$ cat config.mk
export PLATFORM = sky130hd
export DESIGN_NAME = mem_stage
export DESIGN_NICKNAME = d
export VERILOG_FILES = /design/src/rtl/mem_stage.sv
export SDC_FILE = /design/constraint.sdc
export NUM_CORES = 1
export LEC_CHECK = 0
export ABC_AREA = 1
export BUFFER_PORTS_ARGS = -buffer_cell sky130_fd_sc_hd__buf_2
export CAP_MARGIN = 20
export CORE_MARGIN = 2
export CORE_UTILIZATION = 46
export DETAILED_ROUTE_END_ITERATION = 12
export GPL_TIMING_DRIVEN = 1
export PLACE_DENSITY = 0.77
export SLEW_MARGIN = 20
export SYNTH_ARGS = -nofsm -noshare
export SYNTH_HDL_FRONTEND = slang
export SYNTH_SLANG_ARGS = --single-unit
$ cat constraint.sdc
create_clock -name clk_i -period 1.5 [get_ports clk_i]
set_input_delay 0.225 -clock clk_i [delete_from_list [all_inputs] [get_ports clk_i]]
set_output_delay 0.225 -clock clk_i [all_outputs]
set_load 0.01 [all_outputs]
$ cat src/rtl/mem_stage.sv
// MEM stage: multi-cycle data-memory access, upstream freeze and MEM/WB register.
// Optional misaligned-access trap enabled by defining MEM_ALIGN_CHECK_EN.
module mem_stage #(
    parameter int DATA_W = 32,
    parameter int CNT_W  = 16
) (
    input  logic              clk_i,
    input  logic              rst_i,
    input  logic              RegWrite_i,
    input  logic              MemToReg_i,
    input  logic              MemRead_i,
    input  logic              MemWrite_i,
    input  logic [DATA_W-1:0] ALUres_i,
    input  logic [DATA_W-1:0] RS2data_i,
    input  logic [4:0]        RegisterRd_i,
    output logic              mem_req_o,
    output logic              mem_we_o,
    output logic [DATA_W-1:0] mem_addr_o,
    output logic [DATA_W-1:0] mem_wdata_o,
    input  logic              mem_ack_i,
    input  logic [DATA_W-1:0] mem_rdata_i,
    output logic              stall_o,
    output logic              RegWrite_o,
    output logic              MemToReg_o,
    output logic [DATA_W-1:0] ALUres_o,
    output logic [DATA_W-1:0] ReadData_o,
    output logic [4:0]        RegisterRd_o,
    output logic [CNT_W-1:0]  stall_cycles_o
`ifdef MEM_ALIGN_CHECK_EN
    ,
    output logic              misalign_o
`endif
);

    typedef enum logic [1:0] {
        IDLE,
        REQ,
        DONE
    } state_t;

    state_t state_q, state_d;

    logic              mem_op;
    logic              issue;
    logic              misal;

    logic [DATA_W-1:0] addr_q, wdata_q, rdata_q;
    logic              we_q, rw_q, mtr_q;
    logic [4:0]        rd_q;

    logic              wb_rw_q, wb_rw_d;
    logic              wb_mtr_q, wb_mtr_d;
    logic [DATA_W-1:0] wb_alu_q, wb_alu_d;
    logic [DATA_W-1:0] wb_rdata_q, wb_rdata_d;
    logic [4:0]        wb_rd_q, wb_rd_d;

    logic [CNT_W-1:0]  cnt_q;

    assign mem_op = MemRead_i | MemWrite_i;

`ifdef MEM_ALIGN_CHECK_EN
    assign misal = mem_op & (ALUres_i[1:0] != 2'b00);
`else
    assign misal = 1'b0;
`endif

    assign issue = mem_op & ~misal;

    // State register
    always_ff @(posedge clk_i) begin
        if (!rst_i) state_q <= IDLE;
        else        state_q <= state_d;
    end

    // Next-state logic
    always_comb begin
        state_d = state_q;
        unique case (state_q)
            IDLE:    if (issue) state_d = REQ;
            REQ:     if (mem_ack_i) state_d = DONE;
            DONE:    state_d = IDLE;
            default: state_d = IDLE;
        endcase
    end

    // Memory interface and stall outputs
    always_comb begin
        stall_o     = 1'b0;
        mem_req_o   = 1'b0;
        mem_we_o    = 1'b0;
        mem_addr_o  = '0;
        mem_wdata_o = '0;
        unique case (state_q)
            IDLE: stall_o = issue;
            REQ: begin
                stall_o     = 1'b1;
                mem_req_o   = 1'b1;
                mem_we_o    = we_q;
                mem_addr_o  = addr_q;
                mem_wdata_o = wdata_q;
            end
            default: ;
        endcase
        if (!rst_i) stall_o = 1'b0;
    end

    // Hold registers capture the access and its read data
    always_ff @(posedge clk_i) begin
        if (!rst_i) begin
            addr_q  <= '0;
            wdata_q <= '0;
            rdata_q <= '0;
            we_q    <= 1'b0;
            rw_q    <= 1'b0;
            mtr_q   <= 1'b0;
            rd_q    <= '0;
        end else if (state_q == IDLE && issue) begin
            addr_q  <= ALUres_i;
            wdata_q <= RS2data_i;
            we_q    <= MemWrite_i;
            rw_q    <= RegWrite_i;
            mtr_q   <= MemToReg_i;
            rd_q    <= RegisterRd_i;
        end else if (state_q == REQ && mem_ack_i) begin
            rdata_q <= we_q ? '0 : mem_rdata_i;
        end
    end

    // MEM/WB next value: bubble, completed access, or pass-through
    always_comb begin
        wb_rw_d    = wb_rw_q;
        wb_mtr_d   = wb_mtr_q;
        wb_alu_d   = wb_alu_q;
        wb_rdata_d = wb_rdata_q;
        wb_rd_d    = wb_rd_q;
        if (stall_o || (state_q == IDLE && mem_op)) begin
            wb_rw_d  = 1'b0;
            wb_mtr_d = 1'b0;
            wb_rd_d  = '0;
        end else if (state_q == DONE) begin
            wb_rw_d    = rw_q;
            wb_mtr_d   = mtr_q;
            wb_alu_d   = addr_q;
            wb_rdata_d = rdata_q;
            wb_rd_d    = rd_q;
        end else begin
            wb_rw_d    = RegWrite_i;
            wb_mtr_d   = MemToReg_i;
            wb_alu_d   = ALUres_i;
            wb_rdata_d = '0;
            wb_rd_d    = RegisterRd_i;
        end
    end

    // MEM/WB register
    always_ff @(posedge clk_i) begin
        if (!rst_i) begin
            wb_rw_q    <= 1'b0;
            wb_mtr_q   <= 1'b0;
            wb_alu_q   <= '0;
            wb_rdata_q <= '0;
            wb_rd_q    <= '0;
        end else begin
            wb_rw_q    <= wb_rw_d;
            wb_mtr_q   <= wb_mtr_d;
            wb_alu_q   <= wb_alu_d;
            wb_rdata_q <= wb_rdata_d;
            wb_rd_q    <= wb_rd_d;
        end
    end

    assign RegWrite_o   = wb_rw_q;
    assign MemToReg_o   = wb_mtr_q;
    assign ALUres_o     = wb_alu_q;
    assign ReadData_o   = wb_rdata_q;
    assign RegisterRd_o = wb_rd_q;

    // Saturating count of stalled cycles
    always_ff @(posedge clk_i) begin
        if (!rst_i)                      cnt_q <= '0;
        else if (stall_o && cnt_q != '1) cnt_q <= cnt_q + 1'b1;
    end

    assign stall_cycles_o = cnt_q;

`ifdef MEM_ALIGN_CHECK_EN
    logic mis_q;

    // Misalign flag pulses alongside the bubble it causes
    always_ff @(posedge clk_i) begin
        if (!rst_i) mis_q <= 1'b0;
        else        mis_q <= (state_q == IDLE) & misal;
    end

    assign misalign_o = mis_q;
`endif

endmodule

# [Word level (Yosys, flattened, before mapping)]
# Cells that the tools add are included.
[op_classes] n_reduce_logical=8 addsub=1 bitwise_logic=3 eq_ne=5 mux=15
[ops] cell="two-way mux 32 bit" n=5
[ops] cell="adder 16 x 1 -> 16 bit, second input constant" n=1
[ops] cell="inequality test 16 bit, second input constant" n=1
[ops] cell="two-way mux 1 bit" n=5
[ops] cell="two-way mux 5 bit" n=1
[ops] cell="two-way mux 2 bit" n=2
[ops] cell="inequality test 2 bit, second input constant" n=2
[ops] cell="one-hot mux 2 bit (2 select lines)" n=1
[ops] cell="AND reduction 2 bit" n=2
[ops] cell="logical AND 1 bit" n=3
[ops] cell="equality test 2 x 1 -> 1 bit, second input constant" n=1
[ops] cell="equality test 2 bit, second input constant" n=1
[ops] cell="zero test 2 bit" n=1
[ops] cell="inverter 1 bit" n=2
[ops] cell="one-hot mux 1 bit (2 select lines)" n=1
[ops] cell="OR reduction 2 bit" n=1
[ops] cell="logical OR 1 bit" n=1
[ops] cell="bitwise OR 1 bit" n=1
[totals] word_cells=46 out_inout_bits=154 regBits=193

# [Longest topological paths before layout]
[logic_depth] word_depth=5 ltp_mapped=9 mapped_depth_nobuf=9

# [Least setup slack after synthesis]
# No wires, ideal clock.
[synth_timing] path_type="register to register" startpoint="register cnt_q[0], in the netlist stall_cycles_o[0]" endpoint="register cnt_q[3], in the netlist stall_cycles_o[3]" n_path_buf=1 stages_incl_launch_ff=10 arrival_ns=1.475 setup_slack_ns=-0.086 cell_sequence="dfxtp_1 ha_1 nand2_1 nor2_2 nand2_2 o21ai_2 buf_4 nand2_1 nand3_1 inv_1"
[synth_via] elab_chain_len=2 elab_cells_between_ends=3 cone_classes="1 x add/sub; 1 x eq/ne; 1 x reduce/logical"
[synth_lines] element="start, declared" line_no="57" rtl="logic [CNT_W-1:0] cnt_q;"
[synth_lines] element="start signal, assigned" line_no="181" rtl="else if (stall_o && cnt_q != '1) cnt_q <= cnt_q + 1'b1;"
[synth_lines] element="parallel branches: the longest is 2 deep, another holds adder 16 x 1 -> 16 bit"
# Parallel ways; which one is timed is not known.
# A chain may end at the register's enable or synchronous reset.

# [Final worst setup path]
[layout_timing] startpoint="register state_q[0]" endpoint="output port mem_addr_o[28]"
[layout_via] elab_chain_len=2
[layout_lines] element="start, declared" line_no="41" rtl="state_t state_q, state_d;"
[layout_lines] element="start signal, assigned" line_no="72" rtl="else state_q <= state_d;"
[layout_lines] element="equality test 2 x 1 -> 1 bit" line_no="93" rtl="unique case (state_q)"
[layout_lines] element="two-way mux 32 bit" line_no="93"
[layout_lines] element="end, declared" line_no="18" rtl="output logic [DATA_W-1:0] mem_addr_o,"
# Every way passes these cells.

==> impl_metrics.csv <==
group,metric,value,unit
status,status,"complete, but fails checks",
status,violations,"negative setup slack",
die,start_util,0.4721,
die,core_area,16580,um^2
grt,antenna_found_initial,5,
cts,cts_tree,"done",
cts,numCtsBuffers,17,
grt,grtUsageTotal,0.2341,
timing,finalMaxSlewViolations,0,
placement,dp_hpwl,14520,um
final_layout,drive_above_1_share,0.3278,
grt,first_global_vias,7201,
timing,tightest_slew,362.9,ps
cts,cts_root_buffer,"clkbuf_16",
logic_synthesis,synth-edff-count,0,
final_layout,nets,1490,
die,die_y,134.5,um
routing,vias,8270,
routing,avgViaCountPerCell,5.111,
placement,dpl_cell_area,9548,um^2
cts,clk_pin_slew,80,ps
die,dieWidth,134.5,um
worst_setup_path,crit_path_start_kind,"flip-flop",
die,die_area,18080,um^2
cts,cts.path.max_buffers,2,
die,ioPinCount,262,
logic_synthesis,synth_top_area_frac,0.4935,
job,maxCapViolations,0,
power_and_ir_drop,vdd_drop_max,807.9,uV
logic_synthesis,netlist_area,7829,um^2
cts,clock-sinks,193,
timing,rsz0062_at_grt,"yes",
routing,drt_iter0_drc,676,
logic_synthesis,synth_area_per_cell,7.202,um^2
logic_synthesis,syn_nets,1196,
power_and_ir_drop,power_density,1170,nW/um^2
die,num_rows,47,
final_layout,fin_area,11180,um^2
timing,finalCritPeriodShare,1.142,
routing,drc_errors,0,
timing,clock_skew,10.28,ps
timing,finalHoldViolCount,0,
routing,wl,24980,um
logic_synthesis,synth_cells,1087,
timing,final-setup-viol-count,69,
placement,dp_slack,42.19,ps
logic_synthesis,ys_seq_elements,193,
logic_synthesis,yosys-top-cells-count,"nor2_1 (195), dfxtp_1 (193), nand2_1 (184), o21ai_0 (139), a21oi_1 (132)",
grt,grt_pass1_wl,34500,um
placement,port_buffers,261,
placement,gp_congestion,0.8503,
timing,tns,-11300,ps
worst_setup_path,crit_required,1270,ps
power_and_ir_drop,power.total,13.08,mW
timing,clock.fmax,584.0,MHz
logic_synthesis,yosysSeqAreaShare,0.4935,
logic_synthesis,ys_types,24,
logic_synthesis,yosys.area.top_type,"dfxtp_1",
final_layout,area_delta_synth_final,42.82,%
routing,drt_pass1_iterations,5,
logic_synthesis,async_flop_share,0,
hold_path,hp-class,"in2reg",
worst_setup_path,critPathMaxFanout,20,
cts,htreeDepth,4,
timing,slew_headroom,0.7581,
logic_synthesis,yosysMostFrequentCell,"nor2_1",
logic_synthesis,ys.flop_type,"dfxtp_1",
timing,timing.final.ws_setup,-212.4,ps
worst_setup_path,path_class,"reg2out",
logic_synthesis,yosysWarnings,0,
grt,grt-ovfl-total,0,
routing,ant_nets,0,
timing,hold_slack,54.15,ps
cts,clkLatencyLatePin,430,ps
worst_setup_path,crit_path_end_kind,"output pin",
timing,finalCriticalPeriod,1712,ps
routing,wl_per_cell,15.44,um
power_and_ir_drop,leakage,5.209,nW
logic_synthesis,synth.area.top_cells,"dfxtp_1 (49%), nor2_1 (9.3%), o21ai_0 (8.9%), nand2_1 (8.8%), a21oi_1 (8.4%)",
grt,grt_max_degree,82,
worst_setup_path,worstPathArrival,1490,ps
## final timing paths
check        slack [ps]  cells after the start                   endpoint                     start
max                -210                      6             mem_addr_o[28]   state_q[0]$_SDFFE_PN0P_
min                  50                      3      RegWrite_o$_SDFF_PP0_                RegWrite_i
max reg2reg         -20                      9  ALUres_o[19]$_SDFFE_PN0N_   state_q[1]$_SDFFE_PN0P_
min reg2reg         460                      2   wdata_q[31]$_SDFFE_PN0P_  wdata_q[31]$_SDFFE_PN0P_
## through the flow
step,util,cells
finish,0.6742,1618
global route,0.6741,1617
CTS,0.6209,1577
detailed placement,0.5758,1538
global placement,0.5758,1538
floorplan,-,1087
## metal layers
layer | vias to the layer above | track usage | wire length, um
li1 | 4075 | - | -
met4 | 2 | 0.08187 | 544
met2 | 331 | 0.3889 | 11940
met1 | 3821 | 0.3003 | 10830
met3 | 41 | 0.05405 | 1650
met5 | - | 0 | 13
## cell type report
cell class / count / area (um^2)
timing repair buffer: 349 / 2519
clock inverter: 15 / 196.4
sequential: 193 / 3876
fill: 1422 / 5403
tap: 220 / 275.3
antenna: 4 / 10.01
inverter: 95 / 376.6
multi-input combinational: 725 / 3502
clock buffer: 17 / 425.4
## layout by cell type, fill, tap and decap left out, types with 2 or more instances in the layout
| cell type | netlist | layout |
|---|---|---|
| inv_1 | 90 | 89 |
| dfxtp_2 | 0 | 7 |
| nand2_8 | 0 | 3 |
| inv_6 | 0 | 3 |
| xor2_1 | 6 | 6 |
| clkinv_4 | 0 | 3 |
| buf_12 | 0 | 12 |
| nand2_4 | 0 | 2 |
| clkbuf_16 | 0 | 32 |
| a21oi_1 | 132 | 125 |
| buf_16 | 0 | 3 |
| o21ai_2 | 1 | 2 |
| a22oi_1 | 12 | 12 |
| dfxtp_1 | 193 | 185 |
| o21ai_0 | 139 | 105 |
| inv_8 | 0 | 4 |
| nor2_1 | 195 | 166 |
| nand2_1 | 184 | 176 |
| buf_2 | 24 | 258 |
| clkinv_2 | 0 | 2 |
| o21ai_1 | 0 | 31 |
| buf_4 | 10 | 45 |
| o21ai_4 | 0 | 2 |
| nand4_1 | 3 | 3 |
| nand2_2 | 5 | 8 |
| bufinv_16 | 0 | 3 |
| buf_6 | 2 | 13 |
| buf_8 | 0 | 3 |
| nor2_2 | 4 | 27 |
| nand3_1 | 40 | 39 |
| inv_2 | 4 | 3 |
| nor2_4 | 1 | 7 |
| a21oi_2 | 0 | 7 |
| diode_2 | 0 | 4 |
## power breakdown
group          switching, mW  total [mW]  internal (mW)  leakage [nW]
sequential             0.171        5.69           5.52          1.59
clock                   2.12        4.80           2.69         0.306
combinational           1.47        2.58           1.11          3.31
## worst max-delay path, stage by stage (launching register included)
cell and delay [ps]:
dfxtp_2 340, inv_2 50, nor2_4 130, inv_4 90
clkbuf_16 200, nor2_1 90, buf_2 150
## cell families after synthesis
logic type      count (synthesis)  share of synthesized area
buf+inv                       169                    0.09190
flops                         193                     0.4935
fa+ha+maj                       1                   0.001598
xor+xnor                        6                   0.006712
simple gates                  433                     0.2190
compound gates                285                     0.1873
## state kept, by name, indices dropped and copies added (netlist names), 2 cells and up
signal	cells
ALUres_o	32
ReadData_o	32
addr_q	32
rdata_q	32
wdata_q	32
stall_cycles_o	16
RegisterRd_o	5
rd_q	5
state_q	2
## repair_timing
action | CTS | global route
pin swaps | 2 | 16
gates cloned | 0 | 24
hold buffers | 0 | 0
buffers inserted | 9 | 19
resized for setup | 33 | 105
endpoints found under the setup margin | 67 | 162
Power figures use the tool's default switching activity.
